--- config.mk ---
export PLATFORM = sky130hd
export DESIGN_NAME = i2s_sample_transmitter
export DESIGN_NICKNAME = d
export VERILOG_FILES = /design/src/rtl/audio_pkg.sv /design/src/rtl/sample_fifo.sv /design/src/rtl/i2s_sample_transmitter.sv
export SDC_FILE = /design/constraint.sdc
export NUM_CORES = 1
export LEC_CHECK = 0
export CAP_MARGIN = 20
export CORE_ASPECT_RATIO = 0.9
export CORE_MARGIN = 1
export CORE_UTILIZATION = 59
export CTS_CLUSTER_DIAMETER = 40
export DETAILED_ROUTE_END_ITERATION = 16
export GPL_ROUTABILITY_DRIVEN = 0
export PLACE_DENSITY = 0.76
export SLEW_MARGIN = 20
export SYNTH_ARGS = -nofsm -noshare
export SYNTH_HDL_FRONTEND = slang
export SYNTH_HIERARCHICAL = 1
export SYNTH_SLANG_ARGS = --single-unit
export TNS_END_PERCENT = 20
--- constraint.sdc ---
create_clock -name clk -period 8.25 [get_ports clk]
set_input_delay 1.65 -clock clk [delete_from_list [all_inputs] [get_ports clk]]
set_output_delay 1.65 -clock clk [all_outputs]
set_load 0.005 [all_outputs]
--- src/rtl/audio_pkg.sv ---
// Shared audio types for the synthesizer output path.
package audio_pkg;

  typedef logic signed [15:0] sample_t;

  localparam int FRAME_BITS = 32;

endpackage

--- src/rtl/sample_fifo.sv ---
// Small synchronous FIFO that buffers mono samples ahead of the I2S serialiser.
module sample_fifo #(
  parameter int WIDTH = 16,
  parameter int DEPTH = 4
) (
  input  logic             clk,
  input  logic             reset_n,
  input  logic             push,
  input  logic [WIDTH-1:0] push_data,
  input  logic             pop,
  output logic [WIDTH-1:0] head,
  output logic             full,
  output logic             empty
);

  localparam int ADDR_W  = (DEPTH > 1) ? $clog2(DEPTH) : 1;
  localparam int COUNT_W = $clog2(DEPTH + 1);

  logic [WIDTH-1:0]   mem [DEPTH];
  logic [ADDR_W-1:0]  wr_ptr;
  logic [ADDR_W-1:0]  rd_ptr;
  logic [COUNT_W-1:0] count;
  logic               do_push;
  logic               do_pop;

  assign do_push = push && !full;
  assign do_pop  = pop && !empty;
  assign full    = (count == COUNT_W'(DEPTH));
  assign empty   = (count == '0);
  assign head    = mem[rd_ptr];

  // NOTE: the storage array is deliberately left out of reset; empty/count gate every read.
  always_ff @(posedge clk) begin
    if (do_push) mem[wr_ptr] <= push_data;
  end

  // Power-of-two depth lets the pointers wrap by plain overflow.
  always_ff @(posedge clk or negedge reset_n) begin
    if (!reset_n) begin
      wr_ptr <= '0;
      rd_ptr <= '0;
      count  <= '0;
    end else begin
      if (do_push) wr_ptr <= wr_ptr + 1'b1;
      if (do_pop)  rd_ptr <= rd_ptr + 1'b1;
      count <= count + COUNT_W'(do_push) - COUNT_W'(do_pop);
    end
  end

endmodule

--- src/rtl/i2s_sample_transmitter.sv ---
// Buffers mono samples and serialises each as a stereo I2S frame (same word on L and R).
module i2s_sample_transmitter
  import audio_pkg::*;
#(
  parameter int SAMPLE_WIDTH = $bits(sample_t),
  parameter int BCLK_DIV     = 4,
  parameter int FIFO_DEPTH   = 4
) (
  input  logic                    clk,
  input  logic                    reset_n,
  input  logic                    enable,
  input  logic [SAMPLE_WIDTH-1:0] sample_in,
  input  logic                    sample_valid,
  output logic                    sample_ready,
  output logic                    i2s_bclk,
  output logic                    i2s_lrck,
  output logic                    i2s_sdata,
  output logic                    underrun
);

  localparam int POS_W = $clog2(2 * SAMPLE_WIDTH);
  localparam int DIV_W = (BCLK_DIV > 1) ? $clog2(BCLK_DIV) : 1;

  logic [DIV_W-1:0]        div_cnt;
  logic [POS_W-1:0]        pos;
  logic [POS_W-1:0]        pos_next;
  logic [SAMPLE_WIDTH-1:0] cur_word;
  logic [SAMPLE_WIDTH-1:0] head;
  logic [SAMPLE_WIDTH-1:0] load_word;
  logic                    fifo_full;
  logic                    fifo_empty;
  logic                    div_wrap;
  logic                    fall;
  logic                    load;
  logic                    pop;

  assign sample_ready = !fifo_full;

  sample_fifo #(
    .WIDTH (SAMPLE_WIDTH),
    .DEPTH (FIFO_DEPTH)
  ) u_fifo (
    .clk       (clk),
    .reset_n   (reset_n),
    .push      (sample_valid && sample_ready),
    .push_data (sample_in),
    .pop       (pop),
    .head      (head),
    .full      (fifo_full),
    .empty     (fifo_empty)
  );

  // NOTE: every always_comb output gets a default first so no latch can be inferred.
  always_comb begin
    div_wrap  = (div_cnt == DIV_W'(BCLK_DIV - 1));
    fall      = enable && div_wrap && i2s_bclk;
    pos_next  = pos + 1'b1;
    load      = fall && (pos_next == POS_W'(1));
    pop       = load && !fifo_empty;
    load_word = cur_word;
    if (load) load_word = pop ? head : '0;
  end

  // NOTE: sequential state uses non-blocking assignments only, so every flop sees pre-edge values.
  always_ff @(posedge clk or negedge reset_n) begin
    if (!reset_n) begin
      div_cnt   <= '0;
      pos       <= '0;
      cur_word  <= '0;
      i2s_bclk  <= 1'b0;
      i2s_lrck  <= 1'b0;
      i2s_sdata <= 1'b0;
      underrun  <= 1'b0;
    end else if (!enable) begin
      div_cnt   <= '0;
      pos       <= '0;
      i2s_bclk  <= 1'b0;
      i2s_lrck  <= 1'b0;
      i2s_sdata <= 1'b0;
      underrun  <= 1'b0;
    end else begin
      underrun <= load && fifo_empty;
      div_cnt  <= div_wrap ? '0 : div_cnt + 1'b1;
      if (div_wrap) i2s_bclk <= !i2s_bclk;
      if (fall) begin
        pos      <= pos_next;
        i2s_lrck <= pos_next[POS_W-1];
        // Old pos is (new pos - 1); inverting its channel bits gives SAMPLE_WIDTH-1-k, MSB first.
        i2s_sdata <= load_word[~pos[POS_W-2:0]];
      end
      if (load) cur_word <= load_word;
    end
  end

endmodule

==> results_tabular.tex <==
\begin{tabular}{lr}
\hline
Metric & Value \\
\hline
\multicolumn{2}{l}{\textbf{Min path}} \\
Hold Path Stages & 1 \\
Path type of the worst min-delay path & register to register \\
\multicolumn{2}{l}{\textbf{Detailed routing}} \\
Violation count after the first detailed-route iteration & 166 \\
Detailed-routing iteration count for the pre-antenna-repair pass & 4 \\
Detailed-route wire length per cell & 17.5 um \\
Post-route antenna net violation count & 0 \\
Routed via count divided by cell count & 5.80 \\
Post-route DRC & 0 \\
Via total after detailed routing & 2,348 \\
Total routed wirelength & 7.09 mm \\
\multicolumn{2}{l}{\textbf{Final layout}} \\
Layout-stage area growth over the synthesis result & 10.3\% \\
Post-layout util & 67.8\% \\
Fillers & 504 \\
Net total in the final layout & 338 \\
Fraction of final layout cells sized beyond drive strength 1 & 11.2\% \\
ANT cells & 0 \\
\multicolumn{2}{l}{\textbf{Timing}} \\
Share of the clock period used by the worst path after layout & 50.3\% \\
Slew margin rel. & 40.9\% \\
Highest Clock Rate & 241 MHz \\
Tightest hold margin & 0.444 ns \\
Final Worst Setup Slack & 4.10 ns \\
Total Negative Setup Slacks & 0 ns \\
Hold Violations, Final & 0 \\
Layout Skew & 0.0105 ns \\
Post-route minimum period & 4.15 ns \\
Final setup viols & 0 \\
Number of pins exceeding their max-slew limit in the final report & 0 \\
Transition time of the tightest slew-check pin & 0.887 ns \\
Setup repair after global routing missed its margin & no \\
\multicolumn{2}{l}{\textbf{Floorplanning}} \\
Number of placement rows & 29 \\
Core region area & 0.00708 mm\^{}2 \\
Initial cell density of the core & 61.4\% \\
Die Span X & 92.5 um \\
Vertical die dimension & 83.4 um \\
Num ports & 25 \\
Overall die area & 0.00772 mm\^{}2 \\
\multicolumn{2}{l}{\textbf{Power and ir drop}} \\
Worst IR drop on VDD & 0.167 mV \\
Power density relative to cell area & 245 mW/mm\^{}2 \\
Leak & 1.76 nW \\
\multicolumn{2}{l}{\textbf{Setup path}} \\
Highest fanout seen on the critical path & 34 \\
Worst endpoint data arrival time & 4.45 ns \\
Setup crit start kind & primary input \\
Worst EP required & 8.55 ns \\
Worst Path Class, Setup & primary input to register \\
Kind of end point of the critical path & register \\
Logic depth of the worst register-to-register path & 13 \\
\multicolumn{2}{l}{\textbf{Synth}} \\
Area contributors post-synth & edfxtp\_1, dfrtp\_1, mux4\_1, mux4\_2, nand2\_1 \\
Yosys warns & 6 \\
Synth top area share & 44.2\% \\
Post-synthesis register bit count & 97 \\
Post-synthesis instance area & 0.00435 mm\^{}2 \\
Most numerous cell in the Yosys netlist & edfxtp\_1 \\
Post-synth top flop & edfxtp\_1 \\
Library cells used by synthesis & 60 \\
Asr flop ratio synth & 34.0\% \\
Part of the Yosys area used for sequential elements & 63.2\% \\
Net count of the mapped netlist & 316 \\
Leading area contributor after synthesis & edfxtp\_1 \\
Synth Area per Inst & 15.2 um\^{}2 \\
Synth top cells by count & edfxtp\_1, dfrtp\_1, nand2\_1 \\
Synthesized instance count & 286 \\
Post-synth EDFFs & 64 \\
\multicolumn{2}{l}{\textbf{Global routing}} \\
Pin count of the biggest net entering global routing & 35 \\
Tot GR Track Use & 20.2\% \\
First-pass GRT wire length & 11.6 mm \\
Antenna violations before repair & 0 \\
Via count of the first global-routing pass & 2,292 \\
Total grt overflow & 0 \\
\multicolumn{2}{l}{\textbf{Clock tree}} \\
Worst-path clk slew & 0.10 ns \\
Clock Sinks & 97 \\
Setup Buffers After CTS & 0 \\
Cell at the root of the clock tree & clkbuf\_8 \\
Clock network latency to the later pin of the worst-skew pair & 0.36 ns \\
Number of cells upsized or downsized after cts & 0 \\
Clock tree from TritonCTS & built \\
Total clock buffers created by CTS & 9 \\
H-tree Lvls & 3 \\
Number of buffers on the longest clock path & 2 \\
Post-CTS Hold Buffers & 0 \\
\multicolumn{2}{l}{\textbf{Status}} \\
Outcome & finished clean \\
\multicolumn{2}{l}{\textbf{Placement}} \\
Worst slack, placed & 3.71 ns \\
Post-DP HPWL & 4.67 mm \\
\# port buffers & 24 \\
\multicolumn{2}{l}{\textbf{Job}} \\
Maximum Capacitance Violations & 0 \\
\hline
\end{tabular}
[per-layer routing]
layer	vias up	wire [um]	part of all wire (%)	track usage, %
met5	-	0	0	0
met4	0	125	1.8	6.53
met3	9	297	4.2	5.95
met2	53	3260	46	29.6
met1	1165	3400	48	29.2
li1	1121	-	-	-
[per-stage QoR]
step           power [mW]  instances  area (um^2)
2_1_floorplan       0.827        286         4350
3_3_place_gp        0.891        390         4610
3_5_place_dp        0.904        390         4610
4_1_cts              1.19        405         4800
5_1_grt              1.24        405         4800
6_report             1.18        405         4800
[critical path: stages]
cell and delay, ns:
clkdlybuf4s50_1 0.53, and3_1 0.24, and3_2 0.25, nand2_4 0.27
nor2_1 0.10, o31ai_1 0.13, inv_1 0.08, ha_1 0.27
inv_1 0.03, ha_1 0.18, fa_1 0.38, xnor2_1 0.18
xnor2_1 0.13
[layout by cell type, fill, tap and decap left out, drive strengths merged, types with 5 or more instances in the layout]
| master | netlist | routed |
|---|---|---|
| and2 | 8 | 8 |
| nand2 | 33 | 33 |
| o21ai | 17 | 17 |
| mux2i | 7 | 7 |
| dfrtp | 33 | 33 |
| ha | 9 | 9 |
| clkbuf | 4 | 9 |
| clkdlybuf4s50 | 0 | 24 |
| nand2b | 5 | 5 |
| edfxtp | 64 | 64 |
| mux4 | 18 | 18 |
| xnor2 | 10 | 10 |
| inv | 13 | 18 |
[cells by family (layout without fill, tap and decap cells)]
kind of cell / Yosys count / in the layout / share of synthesized area [%]
xor+xnor: 11 / 11 / 2.22
mux: 26 / 26 / 12.1
fa+ha+maj: 10 / 10 / 3.05
compound gates: 41 / 41 / 6.56
simple gates: 73 / 73 / 9.33
buf+inv: 28 / 54 / 3.57
flops: 97 / 97 / 63.2
[final timing paths]
| check | startpoint | to | slack, ns |
|---|---|---|---|
| hold reg to reg | div_cnt[0] | div_cnt[0] | 0.44 |
| max in group asynchronous | reset_n | u_fifo/rd_ptr[1] | 6.26 |
| min in group asynchronous | reset_n | pos[3] | 1.69 |
| setup / recovery | enable | u_fifo/count[2] | 4.10 |
| setup reg to reg | pos[0] | u_fifo/count[2] | 4.78 |
| hold / removal | div_cnt[0] | div_cnt[0] | 0.44 |
[final cells by class]
cell class / instances / area, um^2 / share of cell area (%)
Tap cell: 93 / 116 / 2.43
Clock inverter: 6 / 57.6 / 1.20
Timing Repair Buffer: 26 / 255 / 5.32
Clock buffer: 9 / 124 / 2.58
Multi-Input combinational cell: 161 / 1440 / 30.1
Sequential cell: 97 / 2750 / 57.3
Inverter: 13 / 51.3 / 1.07
[power by group]
part / internal, mW / leakage [nW] / switching (mW) / total [mW]
Clock: 0.116 / 0.0945 / 0.171 / 0.287
Combinational: 0.103 / 0.636 / 0.130 / 0.233
Sequential: 0.615 / 1.03 / 0.0426 / 0.658
Total: 0.834 / 1.76 / 0.343 / 1.18
[sequential cells by signal (all words and copies together) (netlist names), 2 cells and up]
name and flops:
u_fifo/rd_ptr 2, u_fifo/mem 64, div_cnt 2, cur_word 16, u_fifo/wr_ptr 2, u_fifo/count 3
pos 4
No activity file was read; power rests on OpenSTA's default activity.
